--- src/rtl/esdi_pkg.sv ---
// Shared definitions for the ESDI write-path front end: FSM encoding and byte/keep sizing.
// No logic of its own; imported by the deserializer.
package esdi_pkg;

  localparam int BYTE_BITS = 8;

  typedef enum logic [1:0] {
    IDLE  = 2'd0,
    HUNT  = 2'd1,
    DATA  = 2'd2,
    DRAIN = 2'd3
  } state_t;

  function automatic int keep_width(input int data_width);
    return data_width / BYTE_BITS;
  endfunction

endpackage

--- src/rtl/sync_fifo.sv ---
// Generic synchronous FIFO; head word is readable combinationally and a write shows up on the read side one cycle later.
// Backpressure: writes while full are ignored unless a read happens in the same cycle.
module sync_fifo #(
  parameter int WIDTH = 8,
  parameter int DEPTH = 16
) (
  input  logic             clk,
  input  logic             rst,
  input  logic             wr_vld,
  input  logic [WIDTH-1:0] wr_dat,
  input  logic             rd_rdy,
  output logic [WIDTH-1:0] rd_dat,
  output logic             full,
  output logic             empty
);

  localparam int AW = $clog2(DEPTH);
  localparam int CW = AW + 1;

  logic [WIDTH-1:0] mem [DEPTH];
  logic [AW-1:0]    wr_ptr;
  logic [AW-1:0]    rd_ptr;
  logic [CW-1:0]    count;
  logic             do_wr;
  logic             do_rd;

  assign full   = (count == CW'(DEPTH));
  assign empty  = (count == '0);
  assign do_rd  = rd_rdy && !empty;
  assign do_wr  = wr_vld && (!full || do_rd);
  // Head is forced to zero when empty so the stream outputs rest at 0.
  assign rd_dat = empty ? '0 : mem[rd_ptr];

  always_ff @(posedge clk) begin
    if (rst) begin
      wr_ptr <= '0;
      rd_ptr <= '0;
      count  <= '0;
    end else begin
      if (do_wr) wr_ptr <= wr_ptr + AW'(1);
      if (do_rd) rd_ptr <= rd_ptr + AW'(1);
      case ({do_wr, do_rd})
        2'b10:   count <= count + CW'(1);
        2'b01:   count <= count - CW'(1);
        default: count <= count;
      endcase
    end
  end

  always_ff @(posedge clk) begin
    if (do_wr) mem[wr_ptr] <= wr_dat;
  end

endmodule

--- src/rtl/esdi_write_deserializer.sv ---
// ESDI write-path front end: syncs gate/clock/data pins, hunts the sync byte, packs sector bytes into stream words.
// Latency: pin to edge-detect 3 cycles, push 1 cycle after the completing edge; backpressure: full FIFO drops words (sticky overflow).
module esdi_write_deserializer
  import esdi_pkg::*;
#(
  parameter int DATA_WIDTH = 8,
  parameter int FIFO_DEPTH = 16,
  parameter int ID_WIDTH   = 8,
  parameter int LEN_WIDTH  = 16
) (
  input  logic                              aclk,
  input  logic                              areset,
  input  logic                              enable,
  input  logic                              clear_status,
  input  logic [7:0]                        sync_pattern,
  input  logic [LEN_WIDTH-1:0]              sector_bytes,
  input  logic [ID_WIDTH-1:0]               sector_number,
  input  logic                              esdi_write_gate,
  input  logic                              esdi_write_clock,
  input  logic                              esdi_write_data,
  output logic                              m_tvalid,
  input  logic                              m_tready,
  output logic [DATA_WIDTH-1:0]             m_tdata,
  output logic [keep_width(DATA_WIDTH)-1:0] m_tkeep,
  output logic                              m_tlast,
  output logic [ID_WIDTH-1:0]               m_tid,
  output logic                              busy,
  output logic                              done,
  output logic                              overflow,
  output logic                              short_error
);

  localparam int KW = keep_width(DATA_WIDTH);
  localparam int LW = (KW > 1) ? $clog2(KW) : 1;

  typedef struct packed {
    logic [ID_WIDTH-1:0]   tid;
    logic                  last;
    logic [KW-1:0]         keep;
    logic [DATA_WIDTH-1:0] data;
  } word_t;

  logic gate_s1, gate_s2;
  logic wclk_s1, wclk_s2, wclk_s3;
  logic wdat_s1, wdat_s2;
  logic bit_vld, bit_dat, gate_off;

  state_t state, state_nxt;
  logic   sync_hit, byte_take, abort;

  logic [BYTE_BITS-2:0]  shift_q;
  logic [2:0]            bit_cnt;
  logic [LEN_WIDTH-1:0]  byte_cnt;
  logic [LEN_WIDTH-1:0]  len_q;
  logic [ID_WIDTH-1:0]   id_q;
  logic [DATA_WIDTH-1:0] word_q;
  logic [LW-1:0]         lane_cnt;
  logic [7:0]            byte_dat;
  logic                  last_byte, word_full;
  logic [DATA_WIDTH-1:0] word_fill;
  logic [KW-1:0]         keep_full, keep_part;
  word_t                 full_word, part_word;
  logic                  push_vld;
  word_t                 push_dat;
  word_t                 head;
  logic                  fifo_full, fifo_empty;
  logic                  overflow_q, short_q;

  always_ff @(posedge aclk) begin
    if (areset) begin
      {gate_s1, gate_s2}          <= '0;
      {wclk_s1, wclk_s2, wclk_s3} <= '0;
      {wdat_s1, wdat_s2}          <= '0;
    end else begin
      gate_s1 <= esdi_write_gate;
      gate_s2 <= gate_s1;
      wclk_s1 <= esdi_write_clock;
      wclk_s2 <= wclk_s1;
      wclk_s3 <= wclk_s2;
      wdat_s1 <= esdi_write_data;
      wdat_s2 <= wdat_s1;
    end
  end

  assign bit_vld  = wclk_s2 && !wclk_s3;
  assign bit_dat  = wdat_s2;
  assign gate_off = gate_s2;  // gate pin is active-low
  assign byte_dat = {shift_q, bit_dat};

  always_ff @(posedge aclk) begin
    if (areset) state <= IDLE;
    else        state <= state_nxt;
  end

  always_comb begin
    state_nxt = state;
    case (state)
      IDLE:  if (enable && !gate_off && sector_bytes != '0) state_nxt = HUNT;
      HUNT:  if (gate_off) state_nxt = IDLE;
             else if (bit_vld && byte_dat == sync_pattern) state_nxt = DATA;
      DATA:  if (gate_off) state_nxt = DRAIN;
             else if (bit_vld && bit_cnt == 3'd7 && last_byte) state_nxt = DRAIN;
      DRAIN: if (gate_off) state_nxt = IDLE;
      default: state_nxt = IDLE;
    endcase
  end

  always_comb begin
    busy      = (state != IDLE);
    sync_hit  = (state == HUNT) && !gate_off && bit_vld && (byte_dat == sync_pattern);
    byte_take = (state == DATA) && !gate_off && bit_vld && (bit_cnt == 3'd7);
    abort     = (state == DATA) && gate_off;
  end

  assign last_byte = (byte_cnt + LEN_WIDTH'(1)) == len_q;
  assign word_full = (lane_cnt == LW'(KW - 1));

  always_comb begin
    word_fill = word_q;
    word_fill[int'(lane_cnt) * BYTE_BITS +: BYTE_BITS] = byte_dat;
    keep_full = '0;
    keep_part = '0;
    for (int i = 0; i < KW; i++) begin
      keep_full[i] = (i <= int'(lane_cnt));
      keep_part[i] = (i < int'(lane_cnt));
    end
    full_word = '{tid: id_q, last: last_byte, keep: keep_full, data: word_fill};
    part_word = '{tid: id_q, last: 1'b1, keep: keep_part, data: word_q};
  end

  always_ff @(posedge aclk) begin
    if (areset) begin
      shift_q  <= '0;
      bit_cnt  <= '0;
      byte_cnt <= '0;
      len_q    <= '0;
      id_q     <= '0;
      word_q   <= '0;
      lane_cnt <= '0;
      push_vld <= 1'b0;
      push_dat <= '0;
    end else begin
      push_vld <= 1'b0;
      if (state == IDLE) shift_q <= '0;
      else if ((state == HUNT || state == DATA) && !gate_off && bit_vld) shift_q <= byte_dat[6:0];
      if (sync_hit) begin
        len_q    <= sector_bytes;
        id_q     <= sector_number;
        bit_cnt  <= '0;
        byte_cnt <= '0;
        lane_cnt <= '0;
        word_q   <= '0;
      end
      if ((state == DATA) && !gate_off && bit_vld) bit_cnt <= bit_cnt + 3'd1;
      if (byte_take) begin
        byte_cnt <= byte_cnt + LEN_WIDTH'(1);
        if (last_byte || word_full) begin
          push_vld <= 1'b1;
          push_dat <= full_word;
          word_q   <= '0;
          lane_cnt <= '0;
        end else begin
          word_q   <= word_fill;
          lane_cnt <= lane_cnt + LW'(1);
        end
      end
      // Early gate release: flush whatever whole bytes are pending as the closing word.
      if (abort) begin
        push_vld <= 1'b1;
        push_dat <= part_word;
      end
    end
  end

  always_ff @(posedge aclk) begin
    if (areset) begin
      overflow_q <= 1'b0;
      short_q    <= 1'b0;
    end else begin
      overflow_q <= (push_vld && fifo_full && !m_tready) || (overflow_q && !clear_status);
      short_q    <= abort || (short_q && !clear_status);
    end
  end

  sync_fifo #(
    .WIDTH ($bits(word_t)),
    .DEPTH (FIFO_DEPTH)
  ) u_fifo (
    .clk    (aclk),
    .rst    (areset),
    .wr_vld (push_vld),
    .wr_dat (push_dat),
    .rd_rdy (m_tready),
    .rd_dat (head),
    .full   (fifo_full),
    .empty  (fifo_empty)
  );

  assign m_tvalid    = !fifo_empty;
  assign m_tdata     = head.data;
  assign m_tkeep     = head.keep;
  assign m_tlast     = head.last;
  assign m_tid       = head.tid;
  assign done        = push_vld && push_dat.last;
  assign overflow    = overflow_q;
  assign short_error = short_q;

endmodule

--- config.mk ---
export PLATFORM = sky130hd
export DESIGN_NAME = esdi_write_deserializer
export DESIGN_NICKNAME = d
export VERILOG_FILES = /design/src/rtl/esdi_pkg.sv /design/src/rtl/sync_fifo.sv /design/src/rtl/esdi_write_deserializer.sv
export SDC_FILE = /design/constraint.sdc
export NUM_CORES = 1
export LEC_CHECK = 0
export ABC_AREA = 1
export CORE_UTILIZATION = 55
export DETAILED_ROUTE_END_ITERATION = 8
export HOLD_SLACK_MARGIN = 0.15
export PLACE_DENSITY = 0.82
export SLEW_MARGIN = 20
export SYNTH_ARGS = -nofsm -noshare
export SYNTH_HDL_FRONTEND = slang
export SYNTH_HIERARCHICAL = 1
export SYNTH_SLANG_ARGS = --single-unit
--- constraint.sdc ---
create_clock -name aclk -period 2.9 [get_ports aclk]
set_input_delay 0.58 -clock aclk [delete_from_list [all_inputs] [get_ports aclk]]
set_output_delay 0.58 -clock aclk [all_outputs]
set_load 0.02 [all_outputs]
* After elaboration in Yosys (flattened, before gate mapping) *
Memory sizes are Yosys's and may differ from the RTL's. A register that Yosys moved wholly into a read port is not among the register bits.
Cells that the tools add are included.

cells by class
  $add $sub $neg = 8
  magnitude comparators = 1
  equal/unequal tests = 13
  shift operators = 2
  mux-type cells = 30
  bitwise gates (word level) = 1
  reduce and logical (&&, ||, !) cells = 45

operator list
  cell                                                   count
  2-to-1 mux 18 bit                                      4
  negator 4 -> 33 bit                                    1
  variable shift 8 x 33 -> 8 bit (first input constant)  1
  variable part select 8 x 33 -> 8 bit                   1
  2-to-1 mux 16 bit                                      2
  2-to-1 mux 8 bit                                       3
  logical AND 1 bit                                      22
  adder 16 x 1 -> 16 bit (second input constant)         1
  == test 16 bit                                         1
  nonzero test 16 bit                                    1
  2-to-1 mux 2 bit                                       6
  nonzero test 2 bit                                     6
  one-hot mux 5 bit (2 select lines)                     1
  adder 4 x 1 -> 4 bit (second input constant)           2
  bitwise mux 8 bit                                      1
  == test 8 bit                                          1
  2-to-1 mux 1 bit                                       8
  2-to-1 mux 4 bit                                       2
  one-hot mux 2 bit (4 select lines)                     1
  == test 2 bit (second input constant)                  3
  logical NOT 1 bit                                      6
  2-to-1 mux 3 bit                                       2
  != test 3 bit (second input constant)                  2
  adder 5 x 1 -> 5 bit (second input constant)           1
  other kinds (15)                                       21

word-level totals
  register bits = 102
  RAM bits = 288
  input port bits = 40
  output and inout bits = 23
  logic and storage cells = 126
  memories kept = 1

memories
  name        depth  bits a word  read ports  clocked after Yosys merged registers in  wr ports  line             RTL
  u_fifo.mem  16     18           1           1                                        1         sync_fifo.sv:20  logic [WIDTH-1:0] mem [DEPTH];

* Longest topological paths before layout *
Gate-level depths: netlist of the first run.

  word-level depth = 7
  mapped depth = 18
  mapped depth without buffers = 17

* Hierarchy *
Netlist of the first run, hierarchy kept.

modules (own cells, without submodules)
  module                   instances  cells each  area an instance (µm²)  seq. area each (µm²)
  sync_fifo                1          1,054       12,415.7                8,988.6
  esdi_write_deserializer  1          694         4,603.2                 1,781.7

* Worst setup path before layout of the first run *
Ideal clock, no wire load.

  path type = input -> register
  from = input sync_pattern[2]
  to = register word_q[6]
  setup time = 0.132 ns
  arrival time = 2.003 ns
  required time = 2.768 ns
  setup slack = 0.765 ns
  cell stages on the path = 8
  path buffers = 1
  cells stage by stage = xor2_1 nor3b_1 nand3_1 nor3_1 nor2_1 buf_2 nand2_1 a21oi_1

on the way
  cells in the longest elaborated chain, start to end = 3

ends and longest elaborated chain
  what                                 line                            RTL
  start: declaration                   esdi_write_deserializer.sv:15   input logic [7:0] sync_pattern,
  == test 8 bit                        esdi_write_deserializer.sv:110  sync_hit = (state == HUNT) && !gate_off && bit_vld && (byte_dat == sync_pattern);
  logical AND 1 bit                    esdi_write_deserializer.sv:110
  nonzero test 2 bit (no source line)  n/a
  end signal: assignment               esdi_write_deserializer.sv:163  word_q <= word_fill;
  end: declaration                     esdi_write_deserializer.sv:56   logic [DATA_WIDTH-1:0] word_q;

Every way passes these cells.
A chain may end at the register's enable or synchronous reset.

==> metrics, run 1 <==
outcome finished with violations; violated checks negative setup slack; YS warnings 6; Clock power frac 0.329; CTS buffer count 40; fill count 2203; Syn Area/Cell 9.74 µm²; Mapped Area 17000 µm²; Flop pwr share 0.407; critical-path cell list inv_8, buf_12, buf_4, nor2_1, nor2_1, o31ai_1, a21oi_2, clkdlybuf4s15_2; fin util 0.649; Bufs on Longest Clock Path 3; Max-Cap Viols 0; Fin. Hold Viols 0; Hold Crit Class flip-flop to flip-flop; final cycle utilization of the critical path 1.00; Final WS setup -0.0130 ns; core region area 30500 µm²; clock latency on the worst-skew pair between 0.5 and 0.6 ns; critical path's slowest cell dfxtp_4; clock-pin slew on the worst setup and hold paths 0.06 ns; R2R setup slack roughly 0.30 ns; final worst path period need 2.91 ns; Psw 4.93 mW; largest net degree at the start of global routing 70; chip width roughly 180 µm; Tightest Pin Transition between 0.7 and 0.8 ns; Top Family by Delay on Critical Path buffers and inverters; DRC 0; layout cells sized above 1 0.106; Synth Instances roughly 1700; Unique masters post-synth 42; post-synth top area cell edfxtp_1; vias roughly 13000; CTS Sinks 394; RSZ-0062 raised after global routing yes; total die area between 30000 and 40000 µm²; GRT Overall Usage 0.273; CP Capture Type output pin; Std-Cell Rows 64; WS Path Type flip-flop to output pin; Largest stage delay, worst path between 0.4 and 0.5 ns; Starting Density 0.558; commonest non-fill, non-tap cell in the layout nand2_1; Synth-to-Final Area Change 16.4%; most frequent cells in the layout 531 x nand2_1, 288 x edfxtp_1, 204 x nand3_1; 1st-pass router iterations 6; placed insts 2182; nets@finish between 1500 and 2000; max-slew violation count 0; Peak VDD IR 0.499 mV; gp weighted congestion 0.865; Startpoint Class flip-flop; Seq cells post-synth 394; r2r startpoint byte_cnt[0]; n_diodes 0; PD cells 778 nW/µm²; Hold EP wclk_s2; Fin Setup TNS -0.0130 ns; Placement Cell Area 18300 µm²; # port buffers 62; Final Cell Area 19800 µm²; Buf/Inv on CP 4; drt via density 5.80; WP depth 8; antenna violations before repair 0; routed length per placed instance 19.1 µm; Combinational Power Share 0.264; vias in the first global route 12837; Crit path arrival time 2.33 ns; Synth top area share 0.508; r2r endpoint push_dat[16]; sw frac 0.320; final setup fails 1; TritonCTS clock tree done; WL final between 40 and 50 mm; Lkg Pwr 7.58 nW; Critical Path RT 2.32 ns; ys async rst share 0; hold buffers post-CTS 0; Seq/Total Area, Yosys 0.633; GR Overflow Total 0; synth top area cells edfxtp_1 51%, dfxtp_1 12%, nand2_1 12%, nand3_1 6.0%, a21oi_1 3.7%; die height 178 µm; post-DP HPWL 25.5 mm; slew margin rel. 0.524; final hold slack roughly 0.4 ns; fin cells 2271; P_int 10.5 mW; drt first-iter violations 1352; Setup Skew 0.0225 ns; Synth Flop Type edfxtp_1; reg2reg path depth 18; Fmax 0.343 GHz; Worst Path Max Fanout 26; worst hold start wclk_s1; clk root buf clkbuf_16; EDFF count, synth about 290; most used cell, CP nor2_1; first-pass GRT wire length about 67 mm; Post-DRT Antenna Nets 0; Hold Path Cell Cnt 2; Top Ports 63; H-tree level count 2; Synthesized Nets 1804
-- final cells by class --
| cell class | instances | area, µm² | area share |
|---|---|---|---|
| inverter | 92 | 362 | 0.0183 |
| clock inverter | 15 | 164 | 0.00828 |
| timing repair buffer | 133 | 1320 | 0.0667 |
| tap | 396 | 495 | 0.0250 |
| multi-input combinational | 1182 | 5540 | 0.280 |
| clock buffer | 59 | 1140 | 0.0577 |
| sequential | 394 | 10800 | 0.544 |
-- worst max path at each step --
stage | startpoint | to | slack (ns)
after floorplan | sync_pattern[2] | word_q[6] | 0.76
final | flip-flop | m_tid[7] | -0.01
after detailed placement | flip-flop | m_tid[1] | 0.17
after global placement | flip-flop | m_tdata[7] | 0.19
after global routing | flip-flop | m_tid[7] | -0.08
after CTS | flip-flop | m_tid[1] | -0.08
-- power groups by stage --
stage | Combinational, mW | Clock, mW | Sequential [mW]
floorplan | 2.49 | 0 | 6.30
global placement | 3.65 | 0 | 6.35
detailed placement | 3.78 | 0 | 6.36
CTS | 3.89 | 5.11 | 6.25
global route | 4.40 | 5.32 | 6.28
finish | 4.06 | 5.08 | 6.27
-- sequential cells by signal, indices dropped and copies added, names as in the netlist, 3 cells and up, named ones only --
| name | cells |
|---|---|
| id_q | 8 |
| len_q | 16 |
| u_fifo/mem | 288 |
| byte_cnt | 16 |
| u_fifo/wr_ptr | 4 |
| word_q | 8 |
| u_fifo/rd_ptr | 4 |
| bit_cnt | 3 |
| push_dat | 18 |
| shift_q | 7 |
| u_fifo/count | 5 |
-- cell usage after synthesis (2+ instances only) --
library cell / count
nand2_1: 531
edfxtp_1: 288
nand3_1: 204
nor2_1: 150
a21oi_1: 125
dfxtp_1: 106
inv_1: 83
o21ai_0: 54
buf_2: 27
clkbuf_1: 27
o31ai_1: 18
nand3b_1: 16
ha_1: 15
nand4_1: 15
buf_1: 10
buf_4: 8
buf_6: 8
nand2_2: 7
nor4_1: 6
mux2i_1: 5
xnor2_1: 5
nor2_2: 4
nor2_4: 4
xor2_1: 4
clkinv_1: 3
inv_2: 3
nor3_1: 3
or2_2: 3
inv_4: 2
nor3b_1: 2
-- logic make-up after synthesis --
logic type | after synthesis | synth area share
flip-flops | 394 | 0.633
adder cells (fa/ha/maj) | 16 | 0.0122
AO/OA/AOI/OAI | 200 | 0.0621
AND/OR/NAND/NOR | 951 | 0.238
XOR/XNOR | 10 | 0.00603
buffers and inverters | 172 | 0.0456
multiplexers | 5 | 0.00294
-- tightest hold or removal path: cells and delay by family, from the launching register on --
family | cells | cell delay, ns
buffers and inverters | 1 | 0.04
flip-flops | 1 | 0.29
AND/OR/NAND/NOR | 1 | 0.03
-- routing by layer --
layer | global-route usage | routed length [µm] | vias up
met2 | 0.474 | 21400 | 722
met5 | 0 | 0 | -
met3 | 0.0418 | 3740 | 133
met4 | 0.113 | 1680 | 0
li1 | - | - | 6134
met1 | 0.340 | 16500 | 6191
-- through the flow --
step           setup WS, ns  power [mW]
3_5_place_dp          0.173        10.1
3_3_place_gp          0.186        10.0
6_report            -0.0130        15.4
2_1_floorplan         0.765        8.79
5_1_grt             -0.0837        16.0
4_1_cts             -0.0809        15.3
-- timing repair --
| action | 4_1_cts | 5_1_grt |
|---|---|---|
| gates resized for setup | 52 | 35 |
| buffers inserted | 0 | 11 |
| cloned | 2 | 2 |
| setup endpoints to repair | 18 | 30 |
| pin swaps | 0 | 3 |
No activity file was read; power rests on OpenSTA's default activity.
==> run 2: changes to the inputs <==
- CORE_UTILIZATION: 55 -> 35
- PLACE_DENSITY: 0.82 -> 0.6
==> run 2 against run 1 <==
  * The run now ends clean
  * Sequential cell count is the same
  * Routed wire length increased by 2.0%
  * First-iteration DRC count fell by 37%
  * Clock power up 1%
  * Cell count up 9.6%
  * Total power is 0.68% higher
  * Critical endpoint is now m_tdata[1]
  * Largest cell class unchanged
  * Highest routed layer unchanged
==> metrics, run 2 (synthesis results as in run 1) <==
chip width between 200 and 250 µm; Fmax 0.359 GHz; drt via density 5.06; most frequent cells in the layout 531 x nand2_1, 288 x edfxtp_1, 204 x nand3_1; antenna violations before repair 0; CP Capture Type output pin; Tightest Pin Transition 0.733 ns; Startpoint Class flip-flop; TritonCTS clock tree done; R2R setup slack between 0.3 and 0.4 ns; Hold Crit Class flip-flop to flip-flop; post-DP HPWL 26.7 mm; max-slew violation count 0; Crit path arrival time 2.20 ns; Setup Skew 0.0284 ns; clock-pin slew on the worst setup and hold paths approximately 0.060 ns; Top Ports 63; Bufs on Longest Clock Path 3; Fin. Hold Viols 0; CTS buffer count between 40 and 50; Hold Path Cell Cnt 2; Max-Cap Viols 0; Critical Path RT 2.32 ns; fill count 4549; Fin Setup TNS 0 ns; # port buffers between 60 and 70; Peak VDD IR around 0.43 mV; die height 223 µm; vias in the first global route 12155; gp weighted congestion about 0.85; nets@finish 1898; Multi-input gate area 5560 µm²; clk root buf clkbuf_16; Std-Cell Rows 80; routed length per placed instance 17.8 µm; Synth-to-Final Area Change 18.7%; CTS Sinks between 300 and 400; register cell area after layout 10800 µm²; final cycle utilization of the critical path 0.960; Largest Register u_fifo/mem; DRC 0; core region area 47800 µm²; Lkg Pwr 7.64 nW; Top Registers u_fifo/mem: 288 flops, push_dat: 18 flops; reg2reg path depth 16; vias 12597; Post-DRT Antenna Nets 0; hold buffers post-CTS 0; PD cells 768 nW/µm²; first-pass GRT wire length between 60 and 70 mm; max FFs per register 288; final setup fails 0; slew margin rel. 0.511; GRT Overall Usage 0.178; n_diodes 0; WL final 44.2 mm; Starting Density 0.356; H-tree level count 2; final worst path period need 2.78 ns; drt first-iter violations 857; WS Path Type flip-flop to output pin; commonest non-fill, non-tap cell in the layout nand2_1; layout cells sized above 1 0.112; clock latency on the worst-skew pair 0.57 ns; total die area 49500 µm²; outcome finished clean; RSZ-0062 raised after global routing yes; 1st-pass router iterations 6; Worst Path Max Fanout 28; largest net degree at the start of global routing 57; GR Overflow Total 0; Design Power between 15 and 20 mW
-- run 2: final timing paths --
path | startpoint | to
worst max-delay path | flip-flop | m_tdata[1]
worst min-delay path | gate_s1 | gate_off
worst max register to register | byte_cnt[0] | push_dat[10]
worst min register to register | gate_s1 | gate_off
-- run 2: repair_timing --
action	4_1_cts	5_1_grt
setup buffers	2	8
hold endpoints to repair	0	0
gates cloned	3	2
gates resized for setup	59	30
setup endpoints to repair	18	19
pin swaps	0	6
-- run 2: final cells by class --
cell class,count,area share
inverter,92,0.0179
sequential,394,0.534
tap,615,0.0381
multi-input combinational,1182,0.275
clock buffer,57,0.0573
clock inverter,18,0.00824
timing repair buffer,130,0.0695
-- run 2: stage by stage --
stage	utilization	std cells	instance area, µm²	setup WS (ns)	hold slack, ns
global route	0.422	2488	20200	-0.0531	0.420
detailed placement	0.389	2398	18600	0.121	0.400
floorplan	-	1748	17000	0.765	0.388
finish	0.422	2488	20200	0.116	0.404
global placement	0.389	2398	18600	0.0960	0.391
CTS	0.421	2478	20100	-0.0227	0.409
-- run 2: worst max-delay path, cell delays in order (launching register included) --
cell	delay (ns)
dfxtp_4	0.44
buf_12	0.12
buf_16	0.18
nand2_1	0.07
nand3_1	0.08
nand2_1	0.06
a21oi_1	0.13
o31ai_1	0.09
a21oi_1	0.24
buf_2	0.22
-- run 2: where the power goes --
group | internal [mW] | switching, mW | total (mW)
clock network | 2.92 | 2.23 | 5.15
registers | 6.11 | 0.144 | 6.25
logic | 1.50 | 2.61 | 4.11
-- run 2: routing by layer --
metal | global-route usage | routed length [µm]
met1 | 0.235 | 19700
met2 | 0.311 | 21600
met3 | 0.0230 | 1990
met4 | 0.0423 | 833
met5 | 0 | 0
==> run 3: changes to the inputs <==
- clock period: 2.9 -> 3.54 ns (I/O delays scaled with it)
==> run 3 against run 2 <==
  * Clock skew is 0.0024 ns higher
  * Non-clock buffer count is 18 lower
  * Routed wire length is 1.7% lower
  * Die area stayed put
  * Sequential share of layout area is 0.84 points higher
  * Highest routed layer unchanged
  * Critical endpoint is now m_tid[7]
==> metrics, run 3 (synthesis results as in run 1) <==
H-tree level count 2; register cell area after layout 10800 µm²; vias 12503; Starting Density 0.356; Top Ports 63; CP Capture Type output pin; Std-Cell Rows 80; Lkg Pwr 7.50 nW; antenna violations before repair 0; Placement Cell Area 18500 µm²; nets@finish 1880; Fin Setup TNS 0 ns; Bufs on Longest Clock Path 3; Tightest Pin Transition around 0.76 ns; RSZ-0062 raised after global routing yes; outcome finished clean; global-route met3 utilization 0.0274; M1 GR Usage 0.236; Fin. Hold Viols 0; # port buffers 62; Hold Crit Class flip-flop to flip-flop; WS Path Type flip-flop to output pin; Worst Path Max Fanout 69; Design Power 12.5 mW; core region area ~48000 µm²; fin cells between 2000 and 2500; commonest non-fill, non-tap cell in the layout nand2_1; n_diodes 0; CTS buffer count 42; final worst path period need about 3.4 ns; Largest Register u_fifo/mem; Max-Cap Viols 0; Synth-to-Final Area Change 16.8%; chip width roughly 220 µm; final setup fails 0; Fmax around 0.3 GHz; GRT Overall Usage 0.175; slew margin rel. 0.491; Startpoint Class flip-flop; gp weighted congestion 0.848; Crit path arrival time between 2 and 3 ns; Top Usage Layer GRT met2; Final Cell Area 19900 µm²; CTS Sinks 394; GR Overflow Total 0; Setup Skew 0.0308 ns; vias in the first global route 11997; Multi-input gate area 5510 µm²; max FFs per register roughly 290; 1st-pass router iterations 5; layout cells sized above 1 0.0856; drt via density 5.06; placed insts 2394; post-DP HPWL ~27 mm; DRC 0; final cycle utilization of the critical path 0.966; final hold slack 0.402 ns; clock-pin slew on the worst setup and hold paths roughly 0.06 ns; hold buffers post-CTS 0; total die area approximately 50000 µm²; Top Registers u_fifo/mem: 288 flops, push_dat: 18 flops; fill count 4630; WL final 43.4 mm; clk root buf clkbuf_16; drt first-iter violations about 1100; most frequent cells in the layout 531 x nand2_1, 288 x edfxtp_1, 204 x nand3_1; clock latency on the worst-skew pair approximately 0.56 ns; met2 Use GR 0.289; Critical Path RT 2.83 ns; first-pass GRT wire length between 60 and 70 mm; largest net degree at the start of global routing 91; max-slew violation count 0; die height 223 µm; Peak VDD IR between 0.4 and 0.5 mV; Hold Path Cell Cnt 2; Post-DRT Antenna Nets 0; reg2reg path depth 15; PD cells 629 nW/µm²; routed length per placed instance 17.6 µm; TritonCTS clock tree done
-- run 3: changes by cell type in the layout (fill, tap and decap cells not counted), sizes merged --
cell,before,now
bufbuf,1,0
buf,79,51
clkdlybuf4s15,1,0
clkbuf,63,62
inv,91,89
clkinv,17,14
clkdlybuf4s50,43,52
dlygate4sd2,0,3
dlymetal6s2s,0,6
bufinv,1,3
-- run 3: routing by layer --
layer	up-vias	routed length (µm)
met5	-	0
met4	0	1130
met3	78	2430
met2	389	20300
met1	5946	19500
li1	6090	-
-- run 3: layout make-up --
| class | instances | share of cell area |
|---|---|---|
| clock buffers | 62 | 0.0613 |
| clock inverters | 15 | 0.00780 |
| inverters | 92 | 0.0178 |
| multi-input cells | 1182 | 0.277 |
| flip-flops and latches | 394 | 0.542 |
| well taps | 615 | 0.0387 |
| repair buffers | 112 | 0.0551 |
-- run 3: power by group --
| part | leakage [nW] | internal, mW | switching [mW] | total, mW |
|---|---|---|---|---|
| registers | 3.62 | 5.01 | 0.134 | 5.14 |
| logic | 3.20 | 1.02 | 1.96 | 2.97 |
| clock network | 0.671 | 2.61 | 1.78 | 4.39 |
-- run 3: metrics by stage --
stage	worst slack, ns	util
global route	-0.0406	0.416
global placement	0.453	0.386
detailed placement	0.430	0.386
finish	0.121	0.416
floorplan	1.28	-
CTS	0.0152	0.415
-- run 3: critical path, cell delays in order, from the launching register on --
cell,delay (ns)
dfxtp_4,0.43
inv_4,0.13
buf_16,0.27
nand2_1,0.10
nand3_1,0.08
nand3_1,0.08
nand2_1,0.13
nand2_1,0.06
a21oi_1,0.17
clkdlybuf4s50_1,0.65
-- run 3: what timing repair did --
action / CTS / global route
setup buffers: 1 / 0
resized for setup: 7 / 7
cloned: 0 / 0
setup endpoints to repair: 18 / 9
-- run 3: worst paths after layout --
| check | start | endpoint | slack [ns] |
|---|---|---|---|
| hold reg to reg | wclk_s1 | wclk_s2 | 0.40 |
| setup / recovery | flip-flop | m_tid[7] | 0.12 |
| hold / removal | wclk_s1 | wclk_s2 | 0.40 |
| setup reg to reg | byte_cnt[0] | push_dat[12] | 0.93 |
==> RTL change, RTL diff (settings of run 1) <==
Register the output `short_error` once more, without a reset; this adds one clock of latency there. The other outputs are not delayed to match.
--- a/src/rtl/esdi_write_deserializer.sv
+++ b/src/rtl/esdi_write_deserializer.sv
@@ -203,7 +203,9 @@
   assign m_tid       = head.tid;
   assign done        = push_vld && push_dat.last;
   assign overflow    = overflow_q;
-  assign short_error = short_q;
+  always_ff @(posedge aclk) begin
+    short_error <= short_q;
+  end
 
 endmodule
 
Behaviour: not the same (Yosys sat finds a counterexample within 10 cycles, from zero or initial values and one cycle with areset high).
==> RTL change against run 1 <==
  * The run still ends with setup timing left
  * Non-clock buffer count is 10 lower
  * Area after synthesis grew 0.12%
  * Worst setup slack worse by 0.055 ns
  * Total power is 2.5% higher
  * Design area increased by 0.26%
  * Via count rose by 1.7%
  * Critical endpoint unchanged
  * Sequential cell count is 1 higher
  * Wire length rose by 2.6%
==> RTL change: results (changes against run 1) <==
[place]
dp_hpwl_um=25600  ; +0.37%
gp_congestion=0.880  ; +1.7%
place_ws_ns=0.126  ; -0.0464 ns
dpl-instance-area_um2=18200  ; -0.23%

[synthesis]
synth_area_leaders=edfxtp_1, dfxtp_1, nand2_1
syn-num-nets=1805  ; +0.055%
yosysSeqAreaShare=0.633  ; about the same

[timing]
clock_skew_ns=0.0311  ; +0.00860 ns
worst_slack_ns=-0.0685  ; -0.0555 ns
setup_tns_ns=-0.0725  ; -0.0595 ns
hold_ws_ns=0.351  ; -0.0493 ns
finalSetupViolCount=2  ; +1

[power]
ir_drop_mv=0.483  ; -3.1%
cellLeakagePower_nw=7.59  ; +0.12%

[critical_path]
reg2regPathDepth=17  ; -1
arrival_ns=2.39  ; +0.06 ns
critPathTopFamily=compound AO/OA/AOI/OAI gates
r2r-end=push_dat[11]$_SDFFE_PP0P_
crit_cells=9  ; +1
path_max_fanout=30  ; +15%

[global_routing]
grt_start_max_net_pins=62  ; -11%
grt_usage=0.274  ; +0.000898
grt_pass1_wl_um=66800  ; +0.23%

[hold_path]
hold-path-cell-count=0  ; -2
hold_end=short_error$_DFF_P_
worstHoldStart=short_q$_SDFF_PP0_

[drt]
wl_per_cell_um=19.6  ; +3.0%
first_iter_violations=1710  ; +26%

[run_status]
status=complete, but fails checks
violations=setup timing

[layout]
final_layout_size_suffix_gt1_frac=0.107  ; +0.000512
fillerInstances=2164  ; -1.8%
nNetsFinal=1890  ; -0.47%

-- RTL change: cell count changes after synthesis --
| cell | run 1 | this run |
|---|---|---|
| dfxtp_1 | 106 | 107 |
-- RTL change: cell type report --
type / instances / area, um^2 / share of cell area
sequential: 395 / 10800 / 0.544
multi-input combinational: 1182 / 5570 / 0.281
timing repair buffer: 123 / 1250 / 0.0628
clock buffer: 58 / 1150 / 0.0580
tap: 396 / 495 / 0.0250
inverter: 92 / 364 / 0.0183
clock inverter: 16 / 230 / 0.0116
-- RTL change: what timing repair did --
action / in CTS / in global routing
resized for setup: 60 / 43
hold buffers: 0 / 0
buffers inserted: 2 / 3
cloned: 3 / 2
endpoints found under the setup margin: 19 / 24
pin swaps: 5 / 5
-- RTL change: stage by stage --
stage          std cells  utilization
2_1_floorplan       1749            -
3_3_place_gp        2178        0.598
3_5_place_dp        2178        0.598
4_1_cts             2257        0.648
5_1_grt             2262        0.651
6_report            2262        0.651
-- RTL change: logic make-up after synthesis --
kind of cell               after synthesis  synth area share
and+or+nand+nor                        951             0.238
DFF                                    395             0.633
AOI/OAI and AO/OA                      200            0.0621
buffers and inverters                  172            0.0455
adders and majority gates               16            0.0122
xor gates and xnor gates                10           0.00602
muxes                                    5           0.00294
-- RTL change: where the power goes --
part / total (mW) / switching, mW / internal [mW]
sequential: 6.26 / 0.137 / 6.12
clock: 5.39 / 2.16 / 3.23
combinational: 4.15 / 2.68 / 1.47
-- RTL change: worst max path at each step --
stage / end / slack [ns]
floorplan: word_q[6]$_SDFFE_PP0P_ / 0.76
global placement: m_tid[2] / 0.14
detailed placement: m_tid[2] / 0.13
CTS: m_tid[2] / -0.08
global route: m_tid[7] / -0.09
finish: m_tid[7] / -0.07
-- RTL change: layer usage --
metal / global-route usage / vias to the layer above / part of all wire
met3: 0.0411 / 149 / 0.096
met1: 0.349 / 6287 / 0.37
met4: 0.128 / 0 / 0.042
met2: 0.461 / 846 / 0.49
li1: - / 6121 / -
met5: 0 / - / 0
